<file path="config.mk">
export PLATFORM = sky130hd
export DESIGN_NAME = rgb_pwm_encoder
export DESIGN_NICKNAME = d
export VERILOG_FILES = /design/src/rtl/rgb_pwm_encoder.sv
export SDC_FILE = /design/constraint.sdc
export NUM_CORES = 1
export LEC_CHECK = 0
export ABC_AREA = 0
export BUFFER_PORTS_ARGS = -buffer_cell sky130_fd_sc_hd__buf_2
export CELL_PAD_IN_SITES_DETAIL_PLACEMENT = 0
export CELL_PAD_IN_SITES_GLOBAL_PLACEMENT = 1
export CORE_UTILIZATION = 40
export DETAILED_ROUTE_END_ITERATION = 7
export PLACE_DENSITY_LB_ADDON = 0.2
export SLEW_MARGIN = 20
export SYNTH_ARGS = -nofsm -noshare
export SYNTH_HDL_FRONTEND = slang
export SYNTH_SLANG_ARGS = --single-unit
</file>
<file path="constraint.sdc">
create_clock -name clk_div -period 2.1 [get_ports clk_div]
set_input_delay 0.42 -clock clk_div [delete_from_list [all_inputs] [get_ports clk_div]]
set_output_delay 0.42 -clock clk_div [all_outputs]
set_load 0.02 [all_outputs]
</file>
<file path="src/rtl/rgb_pwm_encoder.sv">
// Three-channel PWM encoder: duty triples arrive by valid/ready and are applied
// only at period wrap, either directly or as a fixed-step fade.
module rgb_pwm_encoder #(
  parameter int W         = 8,
  parameter int FADE_STEP = 0,
  parameter bit POLARITY  = 1'b0
) (
  input  logic         clk_div,
  input  logic         rst,
  input  logic [W-1:0] r_duty_in,
  input  logic [W-1:0] g_duty_in,
  input  logic [W-1:0] b_duty_in,
  input  logic         load_valid,
  output logic         load_ready,
  output logic         pwm_r,
  output logic         pwm_g,
  output logic         pwm_b,
  output logic         period_tick,
  output logic         fading
);

  localparam logic [W-1:0] MAX  = {{(W-1){1'b1}}, 1'b0};
  localparam logic [W-1:0] STEP = W'(FADE_STEP);

  typedef enum logic {IDLE, PEND} state_t;

  state_t               state, state_nx;
  logic [W-1:0]         cnt;
  logic [2:0][W-1:0]    tgt, act, act_nx;
  logic                 wrap, accept, apply;

  // Difference is compared before stepping, so W-bit arithmetic never wraps.
  function automatic logic [W-1:0] step_toward(input logic [W-1:0] a,
                                                input logic [W-1:0] t);
    if (STEP == '0)
      return t;
    if (a < t)
      return ((t - a) > STEP) ? a + STEP : t;
    if (a > t)
      return ((a - t) > STEP) ? a - STEP : t;
    return a;
  endfunction

  always_comb begin
    state_nx   = state;
    act_nx     = act;
    apply      = 1'b0;
    wrap       = (cnt == MAX);
    load_ready = (state == IDLE);
    fading     = (state == PEND);
    accept     = load_valid && (state == IDLE);
    case (state)
      IDLE: begin
        if (load_valid)
          state_nx = PEND;
      end
      PEND: begin
        if (wrap) begin
          apply = 1'b1;
          for (int unsigned i = 0; i < 3; i++)
            act_nx[i] = step_toward(act[i], tgt[i]);
          if (act_nx == tgt)
            state_nx = IDLE;
        end
      end
      default: state_nx = IDLE;
    endcase
  end

  always_ff @(posedge clk_div or posedge rst) begin
    if (rst)
      state <= IDLE;
    else
      state <= state_nx;
  end

  always_ff @(posedge clk_div or posedge rst) begin
    if (rst) begin
      cnt         <= '0;
      period_tick <= 1'b0;
      tgt         <= '0;
      act         <= '0;
      pwm_r       <= POLARITY;
      pwm_g       <= POLARITY;
      pwm_b       <= POLARITY;
    end else begin
      cnt         <= wrap ? '0 : cnt + W'(1);
      period_tick <= wrap;
      if (accept)
        tgt <= {b_duty_in, g_duty_in, r_duty_in};
      if (apply)
        act <= act_nx;
      pwm_r <= (cnt < act[0]) ^ POLARITY;
      pwm_g <= (cnt < act[1]) ^ POLARITY;
      pwm_b <= (cnt < act[2]) ^ POLARITY;
    end
  end

endmodule

</file>
[Word-level counts from Yosys, hierarchy flattened]
Cells that the tools add are included.
Widths: inputs -> output; s select.
Word-level totals
  bits of input ports: 27
  output and inout bits: 6
  bits in registers: 61
  logic and storage cells: 102
Cells by class
  reduce and logical (&&, ||, !) cells: 2
  $lt $le $gt $ge: 15
  bitwise operators: 1
  add/sub/neg operators: 7
  equality and inequality tests: 2
  muxes and demuxes: 63
Operators with widths (number)
  $mux 8: 28
  $gt 8x1->1 const B: 6
  $lt 8x8->1: 6
  $sub 8x8->8: 6
  $mux 1: 34
  $eq 24x24->1: 1
  $gt 8x8->1: 3
  $add 8x1->8 const B: 1
  $eq 8x8->1 const B: 1
  $reduce_and 3->1: 1
  $pmux 1 s2: 1
  $logic_and 1x1->1: 1
  $not 1->1: 1

[Longest topological paths before layout]
  depth in word-level cells: 19
  depth in mapped cells: 7
  depth with buffers taken out: 5

[Worst setup path before layout]
OpenSTA, ideal clock, no wires.
  path type: register to register
  start point: register cnt[0]
  end point: register act[0] (netlist bit)
  setup slack: 0.280 ns
  stages on the path, launching flop included: 8
  clock period less this slack: 1.820 ns
  arrival: 1.695 ns
  required time: 1.975 ns
  cells stage by stage: dfrtp_1 inv_1 ha_1 nand4_4 or3_1 buf_6 buf_12 mux2_4
On the way
  longest elaborated chain between the ends: 4
RTL lines
  from (decl): RTL line 28  | logic [W-1:0] cnt;
  from (signal assigned): RTL line 87  | cnt <= wrap ? '0 : cnt + W'(1);
  $eq 8x8->1 *: RTL line 48  | wrap = (cnt == MAX);
  $mux 1: RTL line 58  | if (wrap) begin
  $mux 1: RTL line 52  | case (state)
  $reduce_and 3->1 (no line) *
  to (signal assigned): RTL line 92  | act <= act_nx;
  to (decl): RTL line 29  | logic [2:0][W-1:0] tgt, act, act_nx;
Every way passes the cells marked *; elsewhere a longest branch is shown, timed or not.
A chain may end at the register's enable or synchronous reset.

[Final worst setup path]
  start point: register cnt[0]
  end point: register act[13] (netlist bit)
The elaborated chain is that of the path after synthesis.

==> results.json <==
{
  "cts_buffer_depth": 2,
  "final_net_count": 326,
  "cp_slowest_cell": "or3_1",
  "vias_per_cell": 4.68,
  "io_pins": 33,
  "crit_path_end_kind": "flop",
  "drcViolationCount": 0,
  "cp.required_ns": 2.31,
  "core_area_um2": 6940,
  "die_area_um2": 7730,
  "routed_wl_mm": 4.88,
  "tritoncts": "built",
  "synth.area.top_cells": "dfrtp_1 (52%), mux2_2 (11%), ha_1 (9.7%), mux2_4 (9.7%), inv_1 (3.4%)",
  "die_w_um": 87.9,
  "rr_startpoint": "cnt[0]$_DFF_PP0_",
  "gr-usage-all-layers_pct": 15.3,
  "fill_cells": 650,
  "synth_area_um2": 2950,
  "clockRootBuffer": "clkbuf_8",
  "clock-sinks": 61,
  "setup.worst_path.end": "act[13]$_DFFE_PP0P_",
  "critPathMaxStageDelay_ns": 0.39,
  "seqCellArea_um2": 1530,
  "cp-startpoint": "cnt[0]$_DFF_PP0_",
  "crit_cells": 6,
  "rsz0062_at_grt": "no",
  "worstPathCellList": "inv_1 > ha_1 > nand4_4 > or3_1 > buf_4 > mux2_4",
  "hp-class": "in -> async",
  "grt_first_pass_wirelength_mm": 8.58,
  "grt_max_degree": 29,
  "worst_skew_pair.late_latency_ns": 0.33,
  "synth.ff_latch_count": 61,
  "synth_edf_count": 0,
  "async_flop_share_pct": 100,
  "die_h_um": 87.9,
  "synth_top_area_share_pct": 51.7,
  "yosys_warnings": 0,
  "drtIter0Drc": 39,
  "dp_hpwl_mm": 3.51,
  "drtAntennaViolNets": 0,
  "fin_crit_sh_pct": 86.0,
  "total_power_mw": 2.22,
  "maxCapViolCount": 0,
  "status": "completed",
  "antenna_found_initial": 0,
  "synthCells": 227,
  "dr.pass1.iters": 4,
  "grt_pass1_vias": 1738,
  "start_util_pct": 42.5,
  "yosysSeqAreaShare_pct": 51.7,
  "multi_input_area_um2": 1260,
  "vias": 1750,
  "diodes": 0,
  "critical_path_arrival_ns": 2.02,
  "ir_drop_v": 0.000333,
  "cpLargestDelayFamily": "simple AND/OR/NAND/NOR gates",
  "r2r_cells": 6,
  "synth.most_common_cell": "dfrtp_1",
  "critPathLaunchType": "flop",
  "place.port_buffers": 32,
  "p_per_area_nw_per_um2": 647,
  "fin_util_pct": 49.3,
  "drive_above_1_share_pct": 39.2,
  "areaGrowthSynthToFinish_pct": 16.0,
  "avgSynthCellArea_um2": 13.0,
  "cts_inserted_buffers": 9,
  "cts_hold_buf": 0,
  "fin_crit_ns": 1.81,
  "ys.flop_type": "dfrtp_1",
  "power_leakage_nw": 1.70,
  "critPathBufInv": 2,
  "post_cts_resize_count": 0,
  "worstPathMaxFanout": 16,
  "regToRegSetupSlack_ns": 0.29,
  "tns_ns": 0,
  "rr_endpoint": "act[13]$_DFFE_PP0P_",
  "yosysTopAreaCell": "dfrtp_1",
  "drv_slew": 0,
  "ys_types": 27,
  "gp_congestion": 0.718,
  "relSlewSlack_pct": 73.3,
  "tightest_slew_ns": 0.398,
  "grt-ovfl-total": 0,
  "synth_commonest_cells": "dfrtp_1 (61), mux2_2 (30), inv_1 (27), ha_1 (23), mux2_4 (19)",
  "path_class": "reg -> reg",
  "clock.fmax_ghz": 0.554,
  "skew_ns": 0.00532,
  "wl_per_cell_um": 13.0,
  "final-setup-viol-count": 0,
  "num_rows": 30,
  "post_cts_buffers": 0,
  "path_clk_slew_ns": 0.06,
  "cts_max_level": 3,
  "synth_nets": 277,
  "hold_viol_final": 0,
  "holdWs_ns": 0.0362
}
cell usage in the layout (no fill, tap or decap):
cell type and instances:
o211ai_1 3, xor2_1 1, and3_1 1, nor2b_1 2, xnor2_1 1, mux2_2 30, nand2_1 7, dfrtp_1 61
o21a_1 2, a31oi_1 1, a21oi_1 11, mux2_4 19, inv_2 1, a21o_1 3, clkbuf_8 10, nor2_1 7
o21ai_0 5, nand3_1 8, buf_12 1, nand4_1 1, clkinv_2 3, nand2b_1 1, or3_1 4, inv_1 26
a221oi_1 1, buf_4 11, ha_1 23, buf_2 32, nor2b_2 1, nand4_4 1
power by group:
| group | leakage [nW] | internal (mW) | switching (mW) |
|---|---|---|---|
| combinational | 0.835 | 0.0663 | 0.0406 |
| clock | 0.0836 | 0.433 | 0.411 |
| sequential | 0.786 | 1.24 | 0.0310 |
| total | 1.70 | 1.74 | 0.482 |
kinds of logic after synthesis:
family                   after synthesis  synth area share, %
flip-flops                            61                 51.7
AND/OR/NAND/NOR                       33                 5.98
buffers and inverters                 33                 5.64
multiplexers                          49                 21.1
AO/OA/AOI/OAI                         26                 5.25
adder cells (fa/ha/maj)               23                 9.75
XOR/XNOR                               2                0.593
how the worst min path moves through the flow:
| stage | end | slack [ns] | cells after the start |
|---|---|---|---|
| floorplan | act[16]$_DFFE_PP0P_ | 0.47 | 1 |
| global placement | act[7]$_DFFE_PP0P_ | 0.40 | 2 |
| detailed placement | tgt[7]$_DFFE_PP0P_ | 0.40 | 2 |
| CTS | tgt[7]$_DFFE_PP0P_ | 0.03 | 2 |
| global route | tgt[7]$_DFFE_PP0P_ | 0.04 | 2 |
| finish | tgt[7]$_DFFE_PP0P_ | 0.04 | 2 |
per-stage QoR:
step | cells | setup WS [ns] | instance area (um^2)
4_1_cts | 374 | 0.283 | 3430
2_1_floorplan | 227 | 0.167 | 2950
5_1_grt | 374 | 0.211 | 3430
6_report | 374 | 0.294 | 3430
3_5_place_dp | 361 | 0.305 | 3270
3_3_place_gp | 361 | 0.342 | 3270
worst register-to-register path, cell delays in order (launching register included):
cell     delay, ns
dfrtp_1       0.37
inv_1         0.06
ha_1          0.19
nand4_4       0.12
or3_1         0.39
buf_4         0.23
mux2_4        0.33
cell type report:
| class | instances | share of cell area, % |
|---|---|---|
| inverter | 27 | 2.96 |
| sequential | 61 | 44.6 |
| timing repair buffer | 44 | 7.67 |
| multi-input combinational | 133 | 36.9 |
| clock buffer | 10 | 4.02 |
| tap | 96 | 3.51 |
| clock inverter | 3 | 0.438 |
flip-flops by register name, indices dropped and copies added (netlist names):
register,flops
act,24
cnt,8
fading,1
period_tick,1
pwm_b,1
pwm_g,1
pwm_r,1
tgt,24
per-layer routing:
layer | GRT usage, % | wire length, um | vias up
met5 | 0 | 0 | -
met4 | 8.05 | 93 | 0
met3 | 4.62 | 202 | 8
met2 | 21.3 | 2140 | 36
met1 | 21.2 | 2440 | 828
li1 | - | - | 878
No activity file was read; power rests on OpenSTA's default activity.
